==> src/rtl/qu_common_pkg.sv <==
// Shared core-wide constants and types used by the reservation-station scheduler.
package qu_common;

    localparam int RES_ST_DEPTH = 8;

    typedef logic [$clog2(RES_ST_DEPTH)-1:0] res_st_addr_t;

endpackage

==> src/rtl/res_st_sched_if.sv <==
// Rename/CDB/execute-side signal bundle of the reservation-station scheduler.
interface res_st_sched_if
    import qu_common::*;
#(
    parameter int DEPTH = RES_ST_DEPTH
) ();

    logic                     alloc_valid;
    logic                     alloc_ready;
    res_st_addr_t             alloc_idx;
    res_st_addr_t             alloc_qj;
    res_st_addr_t             alloc_qk;
    logic                     alloc_j_rdy;
    logic                     alloc_k_rdy;
    logic                     cdb_valid;
    res_st_addr_t             cdb_tag;
    logic                     issue_valid;
    res_st_addr_t             issue_idx;
    logic                     issue_ready;
    logic                     flush;
    logic [$clog2(DEPTH):0]   occupancy;

    modport master (
        output alloc_valid, alloc_qj, alloc_qk, alloc_j_rdy, alloc_k_rdy,
        output cdb_valid, cdb_tag, issue_ready, flush,
        input  alloc_ready, alloc_idx, issue_valid, issue_idx, occupancy
    );

    modport slave (
        input  alloc_valid, alloc_qj, alloc_qk, alloc_j_rdy, alloc_k_rdy,
        input  cdb_valid, cdb_tag, issue_ready, flush,
        output alloc_ready, alloc_idx, issue_valid, issue_idx, occupancy
    );

endinterface

==> src/rtl/res_st_sched_pick.sv <==
// Issue selector for res_st_sched: oldest-eligible when QU_RES_ST_SCHED_AGE_EN is
// defined, otherwise round-robin starting at i_ptr.
module res_st_pick
    import qu_common::*;
#(
    parameter int DEPTH = RES_ST_DEPTH
) (
    input  logic [DEPTH-1:0]            i_eligible,
`ifdef QU_RES_ST_SCHED_AGE_EN
    input  logic [DEPTH-1:0][DEPTH-1:0] i_age,
`else
    input  res_st_addr_t                i_ptr,
`endif
    output res_st_addr_t                o_idx,
    output logic                        o_valid
);

    assign o_valid = |i_eligible;

`ifdef QU_RES_ST_SCHED_AGE_EN
    logic [DEPTH-1:0] w_oldest;

    // i_age[j][i] set means entry j was allocated before entry i.
    always_comb begin
        w_oldest = i_eligible;
        for (int i = 0; i < DEPTH; i++) begin
            for (int j = 0; j < DEPTH; j++) begin
                if (i_eligible[j] && i_age[j][i]) w_oldest[i] = 1'b0;
            end
        end
        o_idx = '0;
        for (int i = DEPTH - 1; i >= 0; i--) begin
            if (w_oldest[i]) o_idx = res_st_addr_t'(i);
        end
    end
`else
    logic         w_found;
    res_st_addr_t w_cand;

    // NOTE: every variable written here gets a default first, so no latch is inferred.
    always_comb begin
        o_idx   = '0;
        w_found = 1'b0;
        w_cand  = '0;
        for (int k = 0; k < DEPTH; k++) begin
            w_cand = i_ptr + res_st_addr_t'(k);
            if (!w_found && i_eligible[w_cand]) begin
                o_idx   = w_cand;
                w_found = 1'b1;
            end
        end
    end
`endif

endmodule

==> src/rtl/res_st_sched.sv <==
// Reservation-station scheduler: allocation, CDB wakeup and issue selection.
// Define QU_RES_ST_SCHED_AGE_EN for oldest-first issue; default is round-robin.
module res_st_sched
    import qu_common::*;
#(
    parameter int DEPTH = RES_ST_DEPTH
) (
    input  logic          clk,
    input  logic          rst_n,
    res_st_sched_if.slave bus
);

    localparam int OW = $clog2(DEPTH) + 1;

    logic [DEPTH-1:0] r_busy, r_j_rdy, r_k_rdy;
    res_st_addr_t     r_qj [DEPTH];
    res_st_addr_t     r_qk [DEPTH];
    logic [OW-1:0]    r_occ;
    logic             r_hold;
    res_st_addr_t     r_hold_idx;

    logic             w_alloc_ready, w_alloc_fire, w_issue_fire, w_pick_valid;
    res_st_addr_t     w_alloc_idx, w_pick_idx, w_issue_idx;
    logic [DEPTH-1:0] w_eligible;

`ifdef QU_RES_ST_SCHED_AGE_EN
    logic [DEPTH-1:0][DEPTH-1:0] r_age;
`else
    res_st_addr_t                r_rr_ptr;
`endif

    // NOTE: blocking assignments in combinational logic; the downward scan leaves the lowest free index.
    always_comb begin
        w_alloc_idx = '0;
        for (int i = DEPTH - 1; i >= 0; i--) begin
            if (!r_busy[i]) w_alloc_idx = res_st_addr_t'(i);
        end
    end

    assign w_alloc_ready = (r_occ != OW'(DEPTH));
    assign w_eligible    = r_busy & r_j_rdy & r_k_rdy;
    assign w_alloc_fire  = bus.alloc_valid && w_alloc_ready;
    assign w_issue_fire  = w_pick_valid && bus.issue_ready;
    // A stalled grant is pinned so a later wakeup cannot steal the slot.
    assign w_issue_idx   = r_hold ? r_hold_idx : w_pick_idx;

    res_st_pick #(.DEPTH(DEPTH)) u_pick (
        .i_eligible (w_eligible),
`ifdef QU_RES_ST_SCHED_AGE_EN
        .i_age      (r_age),
`else
        .i_ptr      (r_rr_ptr),
`endif
        .o_idx      (w_pick_idx),
        .o_valid    (w_pick_valid)
    );

    // NOTE: sequential state uses non-blocking assignments; tag arrays are reset too so reset leaves no residue.
    always_ff @(posedge clk or negedge rst_n) begin
        if (!rst_n) begin
            r_busy  <= '0;
            r_j_rdy <= '0;
            r_k_rdy <= '0;
            for (int i = 0; i < DEPTH; i++) begin
                r_qj[i] <= '0;
                r_qk[i] <= '0;
            end
        end else if (bus.flush) begin
            r_busy <= '0;
        end else begin
            for (int i = 0; i < DEPTH; i++) begin
                if (r_busy[i] && bus.cdb_valid && (r_qj[i] == bus.cdb_tag)) r_j_rdy[i] <= 1'b1;
                if (r_busy[i] && bus.cdb_valid && (r_qk[i] == bus.cdb_tag)) r_k_rdy[i] <= 1'b1;
            end
            if (w_issue_fire) r_busy[w_issue_idx] <= 1'b0;
            if (w_alloc_fire) begin
                r_busy[w_alloc_idx]  <= 1'b1;
                r_qj[w_alloc_idx]    <= bus.alloc_qj;
                r_qk[w_alloc_idx]    <= bus.alloc_qk;
                r_j_rdy[w_alloc_idx] <= bus.alloc_j_rdy || (bus.cdb_valid && (bus.alloc_qj == bus.cdb_tag));
                r_k_rdy[w_alloc_idx] <= bus.alloc_k_rdy || (bus.cdb_valid && (bus.alloc_qk == bus.cdb_tag));
            end
        end
    end

    always_ff @(posedge clk or negedge rst_n) begin
        if (!rst_n) begin
            r_occ <= '0;
        end else if (bus.flush) begin
            r_occ <= '0;
        end else if (w_alloc_fire && !w_issue_fire) begin
            r_occ <= r_occ + 1'b1;
        end else if (!w_alloc_fire && w_issue_fire) begin
            r_occ <= r_occ - 1'b1;
        end
    end

    always_ff @(posedge clk or negedge rst_n) begin
        if (!rst_n) begin
            r_hold     <= 1'b0;
            r_hold_idx <= '0;
        end else if (bus.flush) begin
            r_hold     <= 1'b0;
        end else begin
            r_hold     <= w_pick_valid && !bus.issue_ready;
            r_hold_idx <= w_issue_idx;
        end
    end

`ifdef QU_RES_ST_SCHED_AGE_EN
    // A new entry is younger than every other entry.
    always_ff @(posedge clk or negedge rst_n) begin
        if (!rst_n) begin
            r_age <= '0;
        end else if (!bus.flush && w_alloc_fire) begin
            for (int j = 0; j < DEPTH; j++) begin
                r_age[w_alloc_idx][j] <= 1'b0;
                r_age[j][w_alloc_idx] <= (res_st_addr_t'(j) != w_alloc_idx);
            end
        end
    end
`else
    always_ff @(posedge clk or negedge rst_n) begin
        if (!rst_n) begin
            r_rr_ptr <= '0;
        end else if (!bus.flush && w_issue_fire) begin
            r_rr_ptr <= w_issue_idx + 1'b1;
        end
    end
`endif

    assign bus.alloc_ready = w_alloc_ready;
    assign bus.alloc_idx   = w_alloc_idx;
    assign bus.issue_valid = w_pick_valid;
    assign bus.issue_idx   = w_issue_idx;
    assign bus.occupancy   = r_occ;

endmodule

==> src/flat_wrapper.sv <==
// flat-port wrapper written by rule: the top's interface ports become plain ports
module res_st_sched_flat import qu_common::*;
#(
    parameter int DEPTH = RES_ST_DEPTH
)
  (clk, rst_n, bus_alloc_valid, bus_alloc_qj, bus_alloc_qk, bus_alloc_j_rdy, bus_alloc_k_rdy, bus_cdb_valid, bus_cdb_tag, bus_issue_ready, bus_flush, bus_alloc_ready, bus_alloc_idx, bus_issue_valid, bus_issue_idx, bus_occupancy);
  res_st_sched_if #(.DEPTH(DEPTH)) bus_i ();
  input  logic clk;
  input  logic rst_n;
  input wire logic [$bits(bus_i.alloc_valid)-1:0] bus_alloc_valid;
  input wire logic [$bits(bus_i.alloc_qj)-1:0] bus_alloc_qj;
  input wire logic [$bits(bus_i.alloc_qk)-1:0] bus_alloc_qk;
  input wire logic [$bits(bus_i.alloc_j_rdy)-1:0] bus_alloc_j_rdy;
  input wire logic [$bits(bus_i.alloc_k_rdy)-1:0] bus_alloc_k_rdy;
  input wire logic [$bits(bus_i.cdb_valid)-1:0] bus_cdb_valid;
  input wire logic [$bits(bus_i.cdb_tag)-1:0] bus_cdb_tag;
  input wire logic [$bits(bus_i.issue_ready)-1:0] bus_issue_ready;
  input wire logic [$bits(bus_i.flush)-1:0] bus_flush;
  output wire logic [$bits(bus_i.alloc_ready)-1:0] bus_alloc_ready;
  output wire logic [$bits(bus_i.alloc_idx)-1:0] bus_alloc_idx;
  output wire logic [$bits(bus_i.issue_valid)-1:0] bus_issue_valid;
  output wire logic [$bits(bus_i.issue_idx)-1:0] bus_issue_idx;
  output wire logic [$bits(bus_i.occupancy)-1:0] bus_occupancy;
  assign bus_i.alloc_valid = bus_alloc_valid;
  assign bus_i.alloc_qj = bus_alloc_qj;
  assign bus_i.alloc_qk = bus_alloc_qk;
  assign bus_i.alloc_j_rdy = bus_alloc_j_rdy;
  assign bus_i.alloc_k_rdy = bus_alloc_k_rdy;
  assign bus_i.cdb_valid = bus_cdb_valid;
  assign bus_i.cdb_tag = bus_cdb_tag;
  assign bus_i.issue_ready = bus_issue_ready;
  assign bus_i.flush = bus_flush;
  assign bus_alloc_ready = bus_i.alloc_ready;
  assign bus_alloc_idx = bus_i.alloc_idx;
  assign bus_issue_valid = bus_i.issue_valid;
  assign bus_issue_idx = bus_i.issue_idx;
  assign bus_occupancy = bus_i.occupancy;
  res_st_sched #(.DEPTH(DEPTH)) u_core (.clk(clk), .rst_n(rst_n), .bus(bus_i));
endmodule
==> config.mk <==
export PLATFORM = sky130hd
export DESIGN_NAME = res_st_sched_flat
export DESIGN_NICKNAME = d
export VERILOG_FILES = /design/src/rtl/qu_common_pkg.sv /design/src/rtl/res_st_sched_if.sv /design/src/rtl/res_st_sched_pick.sv /design/src/rtl/res_st_sched.sv /design/src/flat_wrapper.sv
export SDC_FILE = /design/constraint.sdc
export NUM_CORES = 1
export LEC_CHECK = 0
export BUFFER_PORTS_ARGS = -buffer_cell sky130_fd_sc_hd__buf_2
export CAP_MARGIN = 20
export CORE_MARGIN = 1
export CORE_UTILIZATION = 46
export DETAILED_ROUTE_END_ITERATION = 16
export PLACE_DENSITY_LB_ADDON = 0.08
export SETUP_SLACK_MARGIN = 0.2
export SLEW_MARGIN = 20
export SYNTH_ARGS = -nofsm -noshare
export SYNTH_HDL_FRONTEND = slang
export SYNTH_SLANG_ARGS = --single-unit
==> constraint.sdc <==
create_clock -name clk -period 6.3 [get_ports clk]
set_input_delay 1.26 -clock clk [delete_from_list [all_inputs] [get_ports clk]]
set_output_delay 1.26 -clock clk [all_outputs]
set_load 0.1 [all_outputs]
==> qor.log, run 1 <==
qor: status.status finished, final reports clean
qor: synthesis.post_synthesis_instance_area 5311 µm²
qor: placed_design.number_of_buffers_inserted_by_port_buffering 28
qor: final_layout.final_core_util 0.5238
qor: timing.hold-worst-slack 0.5066 ns
qor: timing.grt_setup_unrepaired false
qor: worst_setup_path.worst-setup-path-type register to output port
qor: clock_tree.total_clock_buffers_created_by_cts 9
qor: synthesis.synth_top_flop_cell dfrtp_1
qor: synthesis.ys_seq_elements 83
qor: routing.drt-vias-per-instance 6.300
qor: die.die_h 109.5 µm
qor: global_routing.gr-total-overflow 0
qor: synthesis.portion_of_the_post_synthesis_area_used_by_sequential_elements 0.3910
qor: final_layout.areaGrowthSynthToFinish 8.787%
qor: clock_tree.post_cts_hold_buffer_count 0
qor: clock_tree.tritoncts built
qor: placed_design.place.gp.congestion 0.9153
qor: final_layout.layout.cells.most_common_list dfrtp_1, mux2_2, xor2_1
qor: power.pleak 2.578 nW
qor: power.vdd_drop_max 659.3 µV
qor: routing.met1Wirelength 6.679 mm
qor: die.row_count 38
qor: worst_setup_path.timing.critical_path.from_type register
qor: final_layout.final_nets 556
qor: routing.detailroute.via_count 4278
qor: placed_design.dpl_worst_slack 1.046 ns
qor: routing.drtAntennaViolNets 0
qor: final_layout.n_antenna_cell 0
qor: clock_tree.post_cts_resized 0
qor: routing.met3RoutedLength 712 µm
qor: timing.timing.final.ws_setup 0.5500 ns
qor: worst_setup_path.cp_data_arrival_time 4.49 ns
qor: die.core-area 11030 µm²
qor: power.finalPower 0.003267 W
qor: timing.setup_viol 0
qor: worst_setup_path.required_time_at_the_worst_slack_endpoint 5.04 ns
qor: synthesis.syn_inst 530
qor: worst_setup_path.cells_along_the_critical_path inv_1 -> ha_1 -> a41oi_1 -> nand2_1 -> a32oi_1 -> and3_1 -> o21a_1 -> a41oi_1 -> a31oi_1 -> buf_2
qor: global_routing.grt_usage 0.2623
qor: routing.routed_wl 14.38 mm
qor: die.die_area 11980 µm²
qor: timing.fin_tns_setup 0 ns
qor: global_routing.first_global_vias 4158
qor: synthesis.yosys.cell_types.count 67
qor: die.ioPinCount 29
qor: clock_tree.ctsHtreeMaxLevel 3
qor: timing.maximum_operating_frequency 173.9 MHz
qor: worst_setup_path.timing.critical_path.to_type output port
qor: routing.dr.max_layer_used met4
qor: synthesis.synthesized_area_per_cell 10.02 µm²
qor: synthesis.ys_async_sr_fraction 1.000
qor: timing.finalCritPeriodShare 0.9127
qor: clock_tree.post_cts_setup_buffer_count 0
qor: clock_tree.clkSinkCount 83
qor: power.power_density 565.3 nW/µm²
qor: routing.drt_iter0_drc 241
qor: die.initial_utilization 0.4815
qor: routing.routedWlPerCell 21.18 µm
qor: timing.report.final.slew_viol_count 0
qor: global_routing.grt_antenna_before_repair 0
qor: synthesis.number_of_synthesized_flops_with_an_enable_pin 0
qor: clock_tree.worst_skew_pair.late_latency 0.35 ns
qor: synthesis.yosysWarnings 0
qor: timing.worst-slew-pin-transition 1.042 ns
qor: routing.remaining_drc_errors 0
qor: synthesis.postSynthNetCount 552
qor: die.dieWidth 109.5 µm
qor: worst_setup_path.crit_path_max_fanout 25
qor: timing.period_needed 5.750 ns
qor: timing.timing.final.hold_violations 0
qor: worst_setup_path.crit_top_cell a41oi_1
qor: global_routing.largest_net_degree_at_the_start_of_global_routing 60
qor: routing.drt_pass1_iterations 5
qor: placed_design.place_hpwl 10.09 mm
qor: final_layout.layout.cells.most_common dfrtp_1
qor: clock_tree.path_clk_slew 0.07 ns
qor: clock_tree.max-clock-path-buffers 2
qor: final_layout.drive_gt1_frac 0.2134
qor: worst_setup_path.critPathMaxStageDelay 0.72 ns
qor: routing.detailroute.wirelength.met2 6.653 mm
qor: worst_setup_path.slowest_stage_cell_cp a31oi_1
qor: worst_hold_path.min_path_type register to register
qor: timing.fin_skew 0.01515 ns
qor: timing.slew_headroom 0.3027
qor: global_routing.global_route_wire_length_before_repair 23.07 mm
qor: clock_tree.clockRootBuffer clkbuf_16
qor: run.drv_cap 0
## logic make-up (layout without fill, tap and decap cells)
| group | count (synthesis) | in the layout | share of synthesized area |
|---|---|---|---|
| AOI/OAI and AO/OA | 101 | 101 | 0.1343 |
| xor gates and xnor gates | 63 | 63 | 0.1102 |
| adders and majority gates | 5 | 5 | 0.01319 |
| buffers and inverters | 53 | 62 | 0.04617 |
| DFF | 83 | 83 | 0.3910 |
| muxes | 66 | 66 | 0.1435 |
| and+or+nand+nor | 159 | 159 | 0.1616 |
## where the power goes
part / internal [W] / switching (W)
Clock: 0.000322 / 0.000236
Sequential: 0.000656 / 0.000144
Combinational: 0.000597 / 0.00131
Total: 0.00157 / 0.00169
## metal layers
layer  GRT usage  vias up
met4      0.1181        0
li1            -     1973
met1      0.3588     2165
met3     0.04386       25
met2      0.4075      115
met5           0        -
## final timing paths
check / from / endpoint / slack, ns / cells past startpoint
hold reg to reg: u_core.r_hold_idx[0] / u_core.r_hold_idx[0] / 0.51 / 2
setup reg to reg: u_core.r_rr_ptr[0] / u_core.r_busy[0] / 1.97 / 12
min in group asynchronous: rst_n / u_core.r_qk[10] / 0.80 / 1
setup / recovery: u_core.r_rr_ptr[0] / bus_issue_idx[2] / 0.55 / 10
hold / removal: u_core.r_hold_idx[0] / u_core.r_hold_idx[0] / 0.51 / 2
max in group asynchronous: rst_n / u_core.r_rr_ptr[2] / 4.42 / 2
## area by class of cell
type / count / area [µm²]
multi-input combinational: 394 / 2989
clock inverter: 6 / 71.32
timing repair buffer: 31 / 165.2
inverter: 15 / 61.31
fill: 1008 / 5253
tap: 140 / 175.2
clock buffer: 10 / 239.0
sequential: 83 / 2077
## state kept, by name (all words and copies together), names as in the netlist
register / count
u_core.r_qk: 24
u_core.r_busy: 8
u_core.r_hold: 1
u_core.bus.occupancy: 4
u_core.r_j_rdy: 8
u_core.r_rr_ptr: 3
u_core.r_qj: 24
u_core.r_k_rdy: 8
u_core.r_hold_idx: 3
## cells in the mapped netlist, drive strengths merged (3+ instances only)
| master | count | area [µm²] |
|---|---|---|
| dfrtp | 83 | 2077 |
| mux2 | 51 | 574.3 |
| xor2 | 38 | 340.3 |
| nand2 | 32 | 120.1 |
| xnor2 | 25 | 245.2 |
| nor2 | 24 | 90.09 |
| buf | 22 | 123.9 |
| nand4 | 22 | 137.6 |
| a21oi | 20 | 100.1 |
| nand3 | 20 | 105.1 |
| o21ai | 20 | 100.1 |
| clkbuf | 16 | 60.06 |
| nor4 | 15 | 93.84 |
| inv | 14 | 57.55 |
| nor3 | 14 | 70.07 |
| mux2i | 12 | 120.1 |
| a41oi | 8 | 70.07 |
| and3 | 8 | 50.05 |
| nand4b | 7 | 61.31 |
| a31o | 6 | 52.55 |
| o2111ai | 5 | 43.79 |
| o21a | 5 | 37.54 |
| a211oi | 4 | 35.03 |
| a21boi | 4 | 30.03 |
| ha | 4 | 50.05 |
| or4 | 4 | 30.03 |
| a31oi | 3 | 18.77 |
| mux4 | 3 | 67.56 |
| o31ai | 3 | 22.52 |
## per-stage QoR
step,cells,area [µm²]
2_1_floorplan,530,5311
3_3_place_gp,663,5468
3_5_place_dp,663,5468
4_1_cts,679,5778
5_1_grt,679,5778
6_report,679,5778
## critical path: cells and delay by family, from the launching register on
kind / cells / cell delay, ns
flip-flops: 1 / 0.38
adder cells (fa/ha/maj): 1 / 0.56
buffers and inverters: 2 / 0.90
AO/OA/AOI/OAI: 5 / 1.93
AND/OR/NAND/NOR: 2 / 0.36
No activity file was read; power rests on OpenSTA's default activity.
==> run 2, diff against run 1 <==
Settings changed: ABC_AREA set to 1.
==> qor.log, run 2 <==
qor: timing.period_needed 4.852 ns [-0.8984 ns]
qor: placed_design.place.gp.congestion 0.8768 [-4.2%]
qor: synthesis.ys_async_sr_fraction 1.000 [unchanged]
qor: clock_tree.worst_skew_pair.late_latency 0.36 ns [about the same]
qor: timing.fin_skew 0.008392 ns [-0.006762 ns]
qor: global_routing.gr-total-overflow 0 [unchanged]
qor: worst_setup_path.required_time_at_the_worst_slack_endpoint 5.04 ns [about the same]
qor: power.pleak 2.497 nW [-3.1%]
qor: power.vdd_drop_max 952.4 µV [+44%]
qor: final_layout.ff_latch_area 2077 µm² [unchanged]
qor: final_layout.layout.cells.most_common_list nand2_1, o21ai_0, dfrtp_1
qor: synthesis.synth_commonest_cells nand2_1, o21ai_0, dfrtp_1, nand3_1
qor: die.core-area 10280 µm² [-6.8%]
qor: die.ioPinCount 29 [unchanged]
qor: synthesis.synthesized_area_per_cell 7.538 µm² [-25%]
qor: clock_tree.tritoncts built
qor: placed_design.number_of_buffers_inserted_by_port_buffering 28 [unchanged]
qor: worst_setup_path.cp_data_arrival_time 3.59 ns [-0.90 ns]
qor: synthesis.synth_top_cells_by_area dfrtp_1, nand2_1, o21ai_0, nand3_1, inv_1
qor: clock_tree.ctsHtreeMaxLevel 3 [unchanged]
qor: final_layout.layout.cells.most_common nand2_1
qor: synthesis.synth_most_common_cell nand2_1
qor: worst_setup_path.crit_path_max_fanout 14 [-44%]
qor: final_layout.final_core_util 0.5158 [-0.007993]
qor: final_layout.largest_registers u_core.r_qj (24), u_core.r_qk (24)
qor: final_layout.multi_input_comb_area 2509 µm² [-16%]
qor: routing.drt-vias-per-instance 5.664 [-10%]
qor: synthesis.synth_top_flop_cell dfrtp_1
qor: worst_setup_path.timing.critical_path.to_type output port
qor: synthesis.number_of_synthesized_flops_with_an_enable_pin 0 [unchanged]
qor: clock_tree.post_cts_resized 0 [unchanged]
qor: final_layout.nFillCells 1072 [+6.3%]
qor: final_layout.final_nets 682 [+23%]
qor: worst_setup_path.worst-setup-path-type register to output port
qor: synthesis.postSynthNetCount 668 [+21%]
qor: worst_setup_path.critPathMaxStageDelay 0.63 ns [-0.09 ns]
qor: clock_tree.post_cts_setup_buffer_count 0 [unchanged]
qor: routing.drt_iter0_drc 257 [+6.6%]
qor: worst_setup_path.critical_path.top_delay_family simple AND/OR/NAND/NOR gates
qor: timing.maximum_operating_frequency 206.1 MHz [+19%]
qor: clock_tree.total_clock_buffers_created_by_cts 9 [unchanged]
qor: timing.grt_setup_unrepaired false
qor: worst_setup_path.crit_top_cell nand3_1
qor: timing.report.final.slew_viol_count 0 [unchanged]
qor: synthesis.ys_seq_elements 83 [unchanged]
qor: global_routing.grt_usage 0.2605 [-0.001785]
qor: worst_setup_path.cells_along_the_critical_path inv_2 -> ha_1 -> inv_1 -> nand3_1 -> nand3_1 -> nand2_2 -> nand2_1 -> nor2_1 -> nand4_1 -> nor2_2 -> a21oi_1 -> a21oi_4 -> buf_2
qor: clock_tree.path_clk_slew 0.09 ns [+0.02 ns]
qor: global_routing.first_global_vias 4359 [+4.8%]
qor: routing.drt_pass1_iterations 5 [unchanged]
qor: power.power_density 576.4 nW/µm² [+2.0%]
qor: placed_design.placement.cell_area 5075 µm² [-7.2%]
qor: synthesis.yosysWarnings 0 [unchanged]
qor: final_layout.areaGrowthSynthToFinish 8.864% [about the same]
qor: clock_tree.max-clock-path-buffers 2 [unchanged]
qor: timing.slew_headroom 0.3500 [+0.04725]
qor: timing.setup_viol 0 [unchanged]
qor: final_layout.final_cell_area 5301 µm² [-8.3%]
qor: global_routing.grt_antenna_before_repair 0 [unchanged]
qor: synthesis.post_synthesis_instance_area 4870 µm² [-8.3%]
qor: timing.worst-slew-pin-transition 0.9740 ns [-0.06809 ns]
qor: global_routing.largest_net_degree_at_the_start_of_global_routing 74 [+23%]
qor: clock_tree.clockRootBuffer clkbuf_8
qor: timing.finalCritPeriodShare 0.7701 [-0.1426]
qor: timing.timing.final.hold_violations 0 [unchanged]
qor: routing.routedWlPerCell 16.63 µm [-21%]
qor: routing.drtAntennaViolNets 0 [unchanged]
qor: worst_setup_path.timing.critical_path.from_type register
qor: die.row_count 37 [-2.6%]
qor: synthesis.yosys.cell_types.count 41 [-39%]
qor: placed_design.place_hpwl 9.772 mm [-3.1%]
qor: final_layout.drive_gt1_frac 0.1038 [-0.1096]
qor: routing.remaining_drc_errors 0 [unchanged]
qor: timing.fin_tns_setup 0 ns [unchanged]
qor: power.finalPower 0.003056 W [-6.5%]
qor: worst_setup_path.slowest_stage_cell_cp dfrtp_1
qor: run.drv_cap 0 [unchanged]
qor: die.initial_utilization 0.4738 [-0.007686]
qor: routing.detailroute.via_count 4537 [+6.1%]
qor: clock_tree.clkSinkCount 83 [unchanged]
qor: synthesis.syn_inst 646 [+22%]
qor: final_layout.n_antenna_cell 0 [unchanged]
qor: synthesis.post-synth-top-area-fraction 0.4265 [+0.03547]
qor: status.status finished, final reports clean
qor: synthesis.portion_of_the_post_synthesis_area_used_by_sequential_elements 0.4265 [+0.03547]
qor: die.die_area 11000 µm² [-8.2%]
qor: die.die_h 104.9 µm [-4.2%]
qor: worst_hold_path.min_path_type register to register
qor: synthesis.synth.largest_area_cell dfrtp_1
qor: global_routing.global_route_wire_length_before_repair 22.26 mm [-3.5%]
qor: die.dieWidth 104.9 µm [-4.2%]
qor: worst_setup_path.timing.critical_path.buf_inv 3 [+1]
qor: clock_tree.post_cts_hold_buffer_count 0 [unchanged]
qor: routing.routed_wl 13.32 mm [-7.3%]
## run 2: layer usage
layer / vias to the layer above / global-route usage / wire [µm]
li1: 2235 / - / -
met1: 2184 / 0.3462 / 6207
met2: 94 / 0.4253 / 6385
met3: 24 / 0.04429 / 462
met4: 0 / 0.09960 / 268
met5: - / 0 / 0
## run 2: report_power, final
part / internal, W / switching [W]
Clock: 0.000234 / 0.000203
Combinational: 0.000472 / 0.00137
Sequential: 0.000648 / 0.000127
## run 2: tightest hold or removal path, stage by stage (launching register included)
cell	delay (ns)
dfrtp_1	0.35
nand2_1	0.05
o21ai_0	0.06
## run 2: cell type report
cell class | instances | area share
Tap cell | 136 | 0.03210
Timing Repair Buffer | 29 | 0.02832
Inverter | 45 | 0.03186
Sequential cell | 83 | 0.3918
Clock buffer | 10 | 0.02596
Clock inverter | 6 | 0.01676
Multi-Input combinational cell | 492 | 0.4732
## run 2: cell families after synthesis
family	after synthesis	synth area share
simple gates	318	0.2849
mux	2	0.004111
compound gates	152	0.1801
xor+xnor	15	0.03160
buf+inv	71	0.05832
fa+ha+maj	5	0.01439
flops	83	0.4265
## run 2: through the flow
step	worst slack [ns]	cells	hold slack, ns
after floorplan	2.189	646	0.4505
after global placement	1.977	785	0.4728
after detailed placement	1.871	785	0.4776
after CTS	1.458	801	0.4982
after global routing	1.199	801	0.5413
final	1.448	801	0.4941
## run 2: path summary, 6_finish.rpt
check,from,to,slack (ns),depth (start not counted)
worst max-delay path,u_core.r_rr_ptr[0],bus_issue_idx[1],1.45,13
worst min-delay path,u_core.r_hold_idx[2],u_core.r_hold_idx[2],0.49,2
worst max register to register,u_core.r_rr_ptr[0],u_core.r_busy[3],3.07,15
worst min register to register,u_core.r_hold_idx[2],u_core.r_hold_idx[2],0.49,2
max in group asynchronous,rst_n,u_core.r_qk[6],4.44,2
min in group asynchronous,rst_n,u_core.bus.occupancy[1],0.71,1
